==> src/rtl/mux_2to1_arb_if.sv <==
// Handshake bundle for mux_2to1_arb: two valid/ready input channels and one
// registered valid/ready output channel. master = traffic source/sink side, slave = arbiter.
interface mux_2to1_arb_if #(
    parameter int WIDTH = 8
);
    logic [WIDTH-1:0] a_data;
    logic             a_valid;
    logic             a_ready;
    logic [WIDTH-1:0] b_data;
    logic             b_valid;
    logic             b_ready;
    logic [WIDTH-1:0] y;
    logic             y_valid;
    logic             y_ready;
    logic             sel;

    modport master (
        output a_data, a_valid, b_data, b_valid, y_ready,
        input  a_ready, b_ready, y, y_valid, sel
    );

    modport slave (
        input  a_data, a_valid, b_data, b_valid, y_ready,
        output a_ready, b_ready, y, y_valid, sel
    );
endinterface

==> src/rtl/mux_2to1_arb.sv <==
// Two-input valid/ready arbiter feeding a one-entry output register.
// Ties go round-robin; defining MUX_ARB_FIXED_PRIO_EN makes A always win ties.
module mux_2to1_arb #(
    parameter int WIDTH = 8
) (
    input  logic            clk,
    input  logic            rst_n,
    mux_2to1_arb_if.slave   bus
);

    typedef enum logic {
        EMPTY = 1'b0,
        FULL  = 1'b1
    } state_t;

    state_t           state_reg;
    logic [WIDTH-1:0] y_reg;
    logic             sel_reg;

    logic             load_en;
    logic             prefer_a;
    logic             gnt_a;
    logic             gnt_b;
    logic             take_a;
    logic             take_b;
    logic [WIDTH-1:0] load_data;

`ifdef MUX_ARB_FIXED_PRIO_EN
    assign prefer_a = 1'b1;
`else
    // last_gnt_reg: 0 = A granted last, 1 = B granted last
    logic last_gnt_reg;
    assign prefer_a = last_gnt_reg;
`endif

    // The output register can accept a word when empty or when it is being drained.
    assign load_en = (state_reg == EMPTY) || bus.y_ready;

    always_comb begin
        gnt_a  = bus.a_valid && (!bus.b_valid || prefer_a);
        gnt_b  = bus.b_valid && !gnt_a;
        take_a = rst_n && load_en && gnt_a;
        take_b = rst_n && load_en && gnt_b;
    end

    assign bus.a_ready = take_a;
    assign bus.b_ready = take_b;

    for (genvar gi = 0; gi < WIDTH; gi++) begin : g_load_mux
        assign load_data[gi] = take_b ? bus.b_data[gi] : bus.a_data[gi];
    end

    always_ff @(posedge clk) begin
        if (!rst_n) begin
            state_reg    <= EMPTY;
            y_reg        <= '0;
            sel_reg      <= 1'b0;
`ifndef MUX_ARB_FIXED_PRIO_EN
            last_gnt_reg <= 1'b1;
`endif
        end else if (load_en) begin
            if (take_a || take_b) begin
                state_reg    <= FULL;
                y_reg        <= load_data;
                sel_reg      <= take_b;
`ifndef MUX_ARB_FIXED_PRIO_EN
                last_gnt_reg <= take_b;
`endif
            end else begin
                // Drained with nothing to refill: payload and sel are kept as-is.
                state_reg <= EMPTY;
            end
        end
    end

    assign bus.y       = y_reg;
    assign bus.sel     = sel_reg;
    assign bus.y_valid = (state_reg == FULL);

endmodule

==> src/flat_wrapper.sv <==
// flat-port wrapper written by rule: the top's interface ports become plain ports
module mux_2to1_arb_flat 
#(
    parameter int WIDTH = 8
)
  (clk, rst_n, bus_a_data, bus_a_valid, bus_b_data, bus_b_valid, bus_y_ready, bus_a_ready, bus_b_ready, bus_y, bus_y_valid, bus_sel);
  mux_2to1_arb_if #(.WIDTH(WIDTH)) bus_i ();
  input  logic clk;
  input  logic rst_n;
  input wire logic [$bits(bus_i.a_data)-1:0] bus_a_data;
  input wire logic [$bits(bus_i.a_valid)-1:0] bus_a_valid;
  input wire logic [$bits(bus_i.b_data)-1:0] bus_b_data;
  input wire logic [$bits(bus_i.b_valid)-1:0] bus_b_valid;
  input wire logic [$bits(bus_i.y_ready)-1:0] bus_y_ready;
  output wire logic [$bits(bus_i.a_ready)-1:0] bus_a_ready;
  output wire logic [$bits(bus_i.b_ready)-1:0] bus_b_ready;
  output wire logic [$bits(bus_i.y)-1:0] bus_y;
  output wire logic [$bits(bus_i.y_valid)-1:0] bus_y_valid;
  output wire logic [$bits(bus_i.sel)-1:0] bus_sel;
  assign bus_i.a_data = bus_a_data;
  assign bus_i.a_valid = bus_a_valid;
  assign bus_i.b_data = bus_b_data;
  assign bus_i.b_valid = bus_b_valid;
  assign bus_i.y_ready = bus_y_ready;
  assign bus_a_ready = bus_i.a_ready;
  assign bus_b_ready = bus_i.b_ready;
  assign bus_y = bus_i.y;
  assign bus_y_valid = bus_i.y_valid;
  assign bus_sel = bus_i.sel;
  mux_2to1_arb #(.WIDTH(WIDTH)) u_core (.clk(clk), .rst_n(rst_n), .bus(bus_i));
endmodule
==> config.mk <==
export PLATFORM = sky130hd
export DESIGN_NAME = mux_2to1_arb_flat
export DESIGN_NICKNAME = d
export VERILOG_FILES = /design/src/rtl/mux_2to1_arb_if.sv /design/src/rtl/mux_2to1_arb.sv /design/src/flat_wrapper.sv
export SDC_FILE = /design/constraint.sdc
export NUM_CORES = 1
export LEC_CHECK = 0
export CELL_PAD_IN_SITES_DETAIL_PLACEMENT = 1
export CELL_PAD_IN_SITES_GLOBAL_PLACEMENT = 1
export CORE_MARGIN = 5
export CORE_UTILIZATION = 26
export DETAILED_ROUTE_END_ITERATION = 12
export PLACE_DENSITY = 0.72
export SLEW_MARGIN = 20
export SYNTH_ARGS = -nofsm -noshare
export SYNTH_HDL_FRONTEND = slang
export SYNTH_SLANG_ARGS = --single-unit
==> constraint.sdc <==
create_clock -name clk -period 2.25 [get_ports clk]
set_clock_uncertainty 0.2 [all_clocks]
set_input_delay 0.675 -clock clk [delete_from_list [all_inputs] [get_ports clk]]
set_output_delay 0.675 -clock clk [all_outputs]
set_load 0.01 [all_outputs]
* Word-level counts from Yosys, hierarchy flattened
Cells that the tools add are included.
** Storage, ports and cells
- Input port bits :: 21
- Bits in registers :: 11
** Cells by class
- Bitwise logic cells :: 1
- Reduce and logical (&&, ||, !) cells :: 11
- Muxes and demuxes :: 9
** Operators with widths (count)
- $mux 1 :: 9
- $logic_and 1x1->1 :: 5
- $logic_or 1x1->1 :: 3
- $logic_not 1->1 :: 2
- $reduce_and 2->1 :: 1
- $not 1->1 :: 1

* Logic depth before layout (Yosys ltp)
- Depth in word-level cells :: 8
- Mapped depth :: 5
- Depth with buffers taken out :: 3

* Least setup slack after synthesis
No wires, ideal clock.
- Path type :: in2out
- Start :: in bus_y_ready
- End :: out bus_a_ready
- Slack :: 0.073 ns
- Stages :: 4
- Path buffers :: 2
- Arrival :: 1.302 ns
- Cells stage by stage :: nand2b_1 buf_4 buf_4 o2111a_1
** On the way
- Longest elaborated chain between the ends :: 3
** Ends and longest elaborated chain
- start, declared :: RTL line flat_wrapper.sv:14 : input wire logic [$bits(bus_i.y_ready)-1:0] bus_y_ready;
- $logic_or 1x1->1 :: RTL line mux_2to1_arb.sv:37 : assign load_en = (state_reg == EMPTY) || bus.y_ready;
- $logic_and 1x1->1 (2 in series) :: RTL line mux_2to1_arb.sv:42 : take_a = rst_n && load_en && gnt_a;
- end, declared :: RTL line flat_wrapper.sv:15 : output wire logic [$bits(bus_i.a_ready)-1:0] bus_a_ready;
No other way between the ends.

* Worst setup path after layout
Same ends and word-level chain as after synthesis.

==> flow_metrics.py <==
metrics = {
    "hold_path": {
        "hold_path_class": "reg -> reg",
        "worstHoldStart": "u_core.bus.y[0]",
        "whs_endpoint": "u_core.bus.y[0]",
        "min_delay_path_depth": 2,
    },
    "setup_path": {
        "endpoint_kind": "output port",
        "cp-start-kind": "input pin",
        "required_ns": 1.37,
        "ff2ff_path_depth": 5,
        "worst-setup-path-type": "in -> out",
        "r2r-end": "u_core.bus.y[6]",
        "cp_slowest_cell": "clkdlybuf4s15_1",
        "slowest_delay_ns": 0.20,
        "critPathArrivalTime_ns": 1.31,
        "worstReg2RegStart": "u_core.last_gnt_reg",
        "crit_chain": "clkdlybuf4s15_1 -> nand2b_4 -> o2111a_1 -> buf_2",
        "r2r_slack_ns": 0.65,
        "cp_max_fo": 2,
    },
    "timing": {
        "tightest_slew_ns": 0.241,
        "relSlewSlack": 0.838,
        "layout_setup_ws_ns": 0.0635,
        "slew_violations": 0,
        "hold_viol": 0,
        "setup_viol": 0,
        "fin_setup_tns_ns": 0,
        "timing.final.crit_share": 0.972,
        "max_freq_mhz": 457,
        "rsz0062_at_grt": "no",
        "period_needed_ns": 2.19,
    },
    "final_layout": {
        "final_layout_size_suffix_gt1_frac": 0.252,
        "multi_input_area_um2": 358,
        "area_growth_pct": 69.3,
        "nets": 129,
        "final_cells": 135,
        "layout_common_cells": "clkdlybuf4s50_1, buf_4, dfxtp_1",
        "largest_reg_flops": 8,
        "antennaDiodeCount": 0,
        "final_common_cell": "clkdlybuf4s50_1",
        "register_area_um2": 220,
        "num-fill-cells": 267,
    },
    "synthesis": {
        "synth_top_family_by_area": "compound AO/OA/AOI/OAI gates",
        "synth.avg_cell_area_um2": 9.11,
        "synthCells": 68,
        "synthMuxAreaShare": 0,
        "yosys_warnings": 0,
        "synth-xor-area-share": 0,
        "ys_seq_area_frac": 0.356,
        "synthAdderAreaFrac": 0,
        "synth_seq_cells": 11,
        "synth_cell_types": 22,
        "syn_area_um2": 619,
        "syn_nets": 89,
        "synth-simple-area-share": 0.152,
        "synth_compound_area_frac": 0.390,
    },
    "placement": {
        "dpl.hpwl_um": 1710,
        "dp_slack_ns": -0.864,
        "dp.cells": 130,
        "gp_congestion": 0.753,
        "port_buffers": 32,
    },
    "route": {
        "final_antenna_net_count": 0,
        "wl_per_cell_um": 17.2,
        "wl_um": 2330,
        "num_vias": 743,
        "drt_iter0_markers": 2,
        "drc": 0,
        "via_per_inst": 5.50,
        "drt_pass1_iterations": 4,
    },
    "floorplan": {
        "io_pins": 33,
        "die_w_um": 58.8,
        "core_area_um2": 2230,
        "rows": 17,
        "die-area_um2": 3460,
        "start_util": 0.277,
        "die_y_um": 58.8,
    },
    "clock_network": {
        "cts_max_level": 1,
        "cts.sinks": 11,
        "cts_buffer_depth": 2,
        "cts_made_buffers": 3,
        "insertion_delay_ns": 0.29,
        "cts.reportedPaths.clkPinSlew_ns": 0.07,
        "cts_tree": "done",
        "cts-hold-fix-buffers": 0,
        "root_buffer": "clkbuf_4",
    },
    "global_route": {
        "grt-ovfl-total": 0,
        "grt_pass1_vias": 770,
        "grt_use_total": 0.142,
        "antenna_found_initial": 0,
        "grt_max_degree": 20,
        "grt_pass1_wl_um": 3710,
    },
    "power_and_ir_drop": {
        "total_leakage_power_uw": 0.000381,
        "p_per_area_nw_per_um2": 516,
        "peakVddDrop_v": 0.000263,
    },
    "flow_run": {
        "max_cap_viol_count": 0,
    },
    "outcome": {
        "status": "finished, final reports clean",
    },
}
## through the flow
stage               utilization  cell area [µm²]  hold WS, ns  total power (µW)
floorplan                     -              619        0.307               298
global placement          0.450             1000        0.328               389
detailed placement        0.450             1000        0.340               393
CTS                       0.471             1050        0.355               549
global route              0.469             1050        0.379               567
finish                    0.469             1050        0.346               541
## repair_timing
action | CTS | global route
pin swaps | 2 | 1
cloned | 0 | 0
gates resized for setup | 25 | 3
endpoints found under the setup margin | 2 | 2
endpoints found under the hold margin | 0 | 0
setup buffers | 1 | 0
## worst max-delay path: cells and delay by family
family	cells	cell delay [ns]
buf+inv	2	0.33
compound gates	1	0.18
simple gates	1	0.13
## layout make-up
cell class | instances | share of cell area
clock buffers | 4 | 0.0251
repair buffers | 44 | 0.379
flip-flops and latches | 11 | 0.210
inverters | 3 | 0.0107
multi-input cells | 45 | 0.341
well taps | 28 | 0.0334
## routing by layer
metal  wire length, µm  GRT usage  vias to the layer above
met2              1220      0.243                       21
met4                76     0.0712                        0
met5                 0          0                        -
met3                92     0.0373                        7
li1                  -          -                      358
met1               940      0.163                      357
## synth_stat cells (all sizes together)
master,count,area share
clkbuf,3,0.018
dfxtp,11,0.36
or2,1,0.010
nor2b,1,0.010
a211oi,1,0.012
a311oi,8,0.11
inv,3,0.018
buf,6,0.067
a21bo,1,0.016
o21a,2,0.024
nand4,8,0.081
o2111a,1,0.018
a21boi,1,0.018
o31ai,8,0.097
nor2,1,0.0061
a31oi,9,0.091
nand2b,1,0.010
and3,1,0.018
nor3,1,0.016
## kinds of logic (layout without fill, tap and decap cells)
logic type | count (synthesis) | count (layout)
AO/OA/AOI/OAI | 31 | 31
AND/OR/NAND/NOR | 14 | 14
buffers and inverters | 12 | 51
flip-flops | 11 | 11
## how the worst max path moves through the flow
| stage | to | startpoint |
|---|---|---|
| 2_1_floorplan | bus_a_ready | bus_y_ready |
| 3_3_place_gp | bus_b_ready | bus_b_valid |
| 3_5_place_dp | bus_b_ready | bus_b_valid |
| 4_1_cts | bus_b_ready | bus_b_valid |
| 5_1_grt | bus_a_ready | bus_y_ready |
| 6_report | bus_a_ready | bus_y_ready |
## where the power goes
| group | leakage (µW) | internal (µW) | switching (µW) |
|---|---|---|---|
| combinational | 0.000275 | 98.2 | 73.9 |
| sequential | 0.0000911 | 211 | 10.3 |
| clock | 0.0000150 | 68.9 | 78.9 |
No activity file was read; power rests on OpenSTA's default activity.
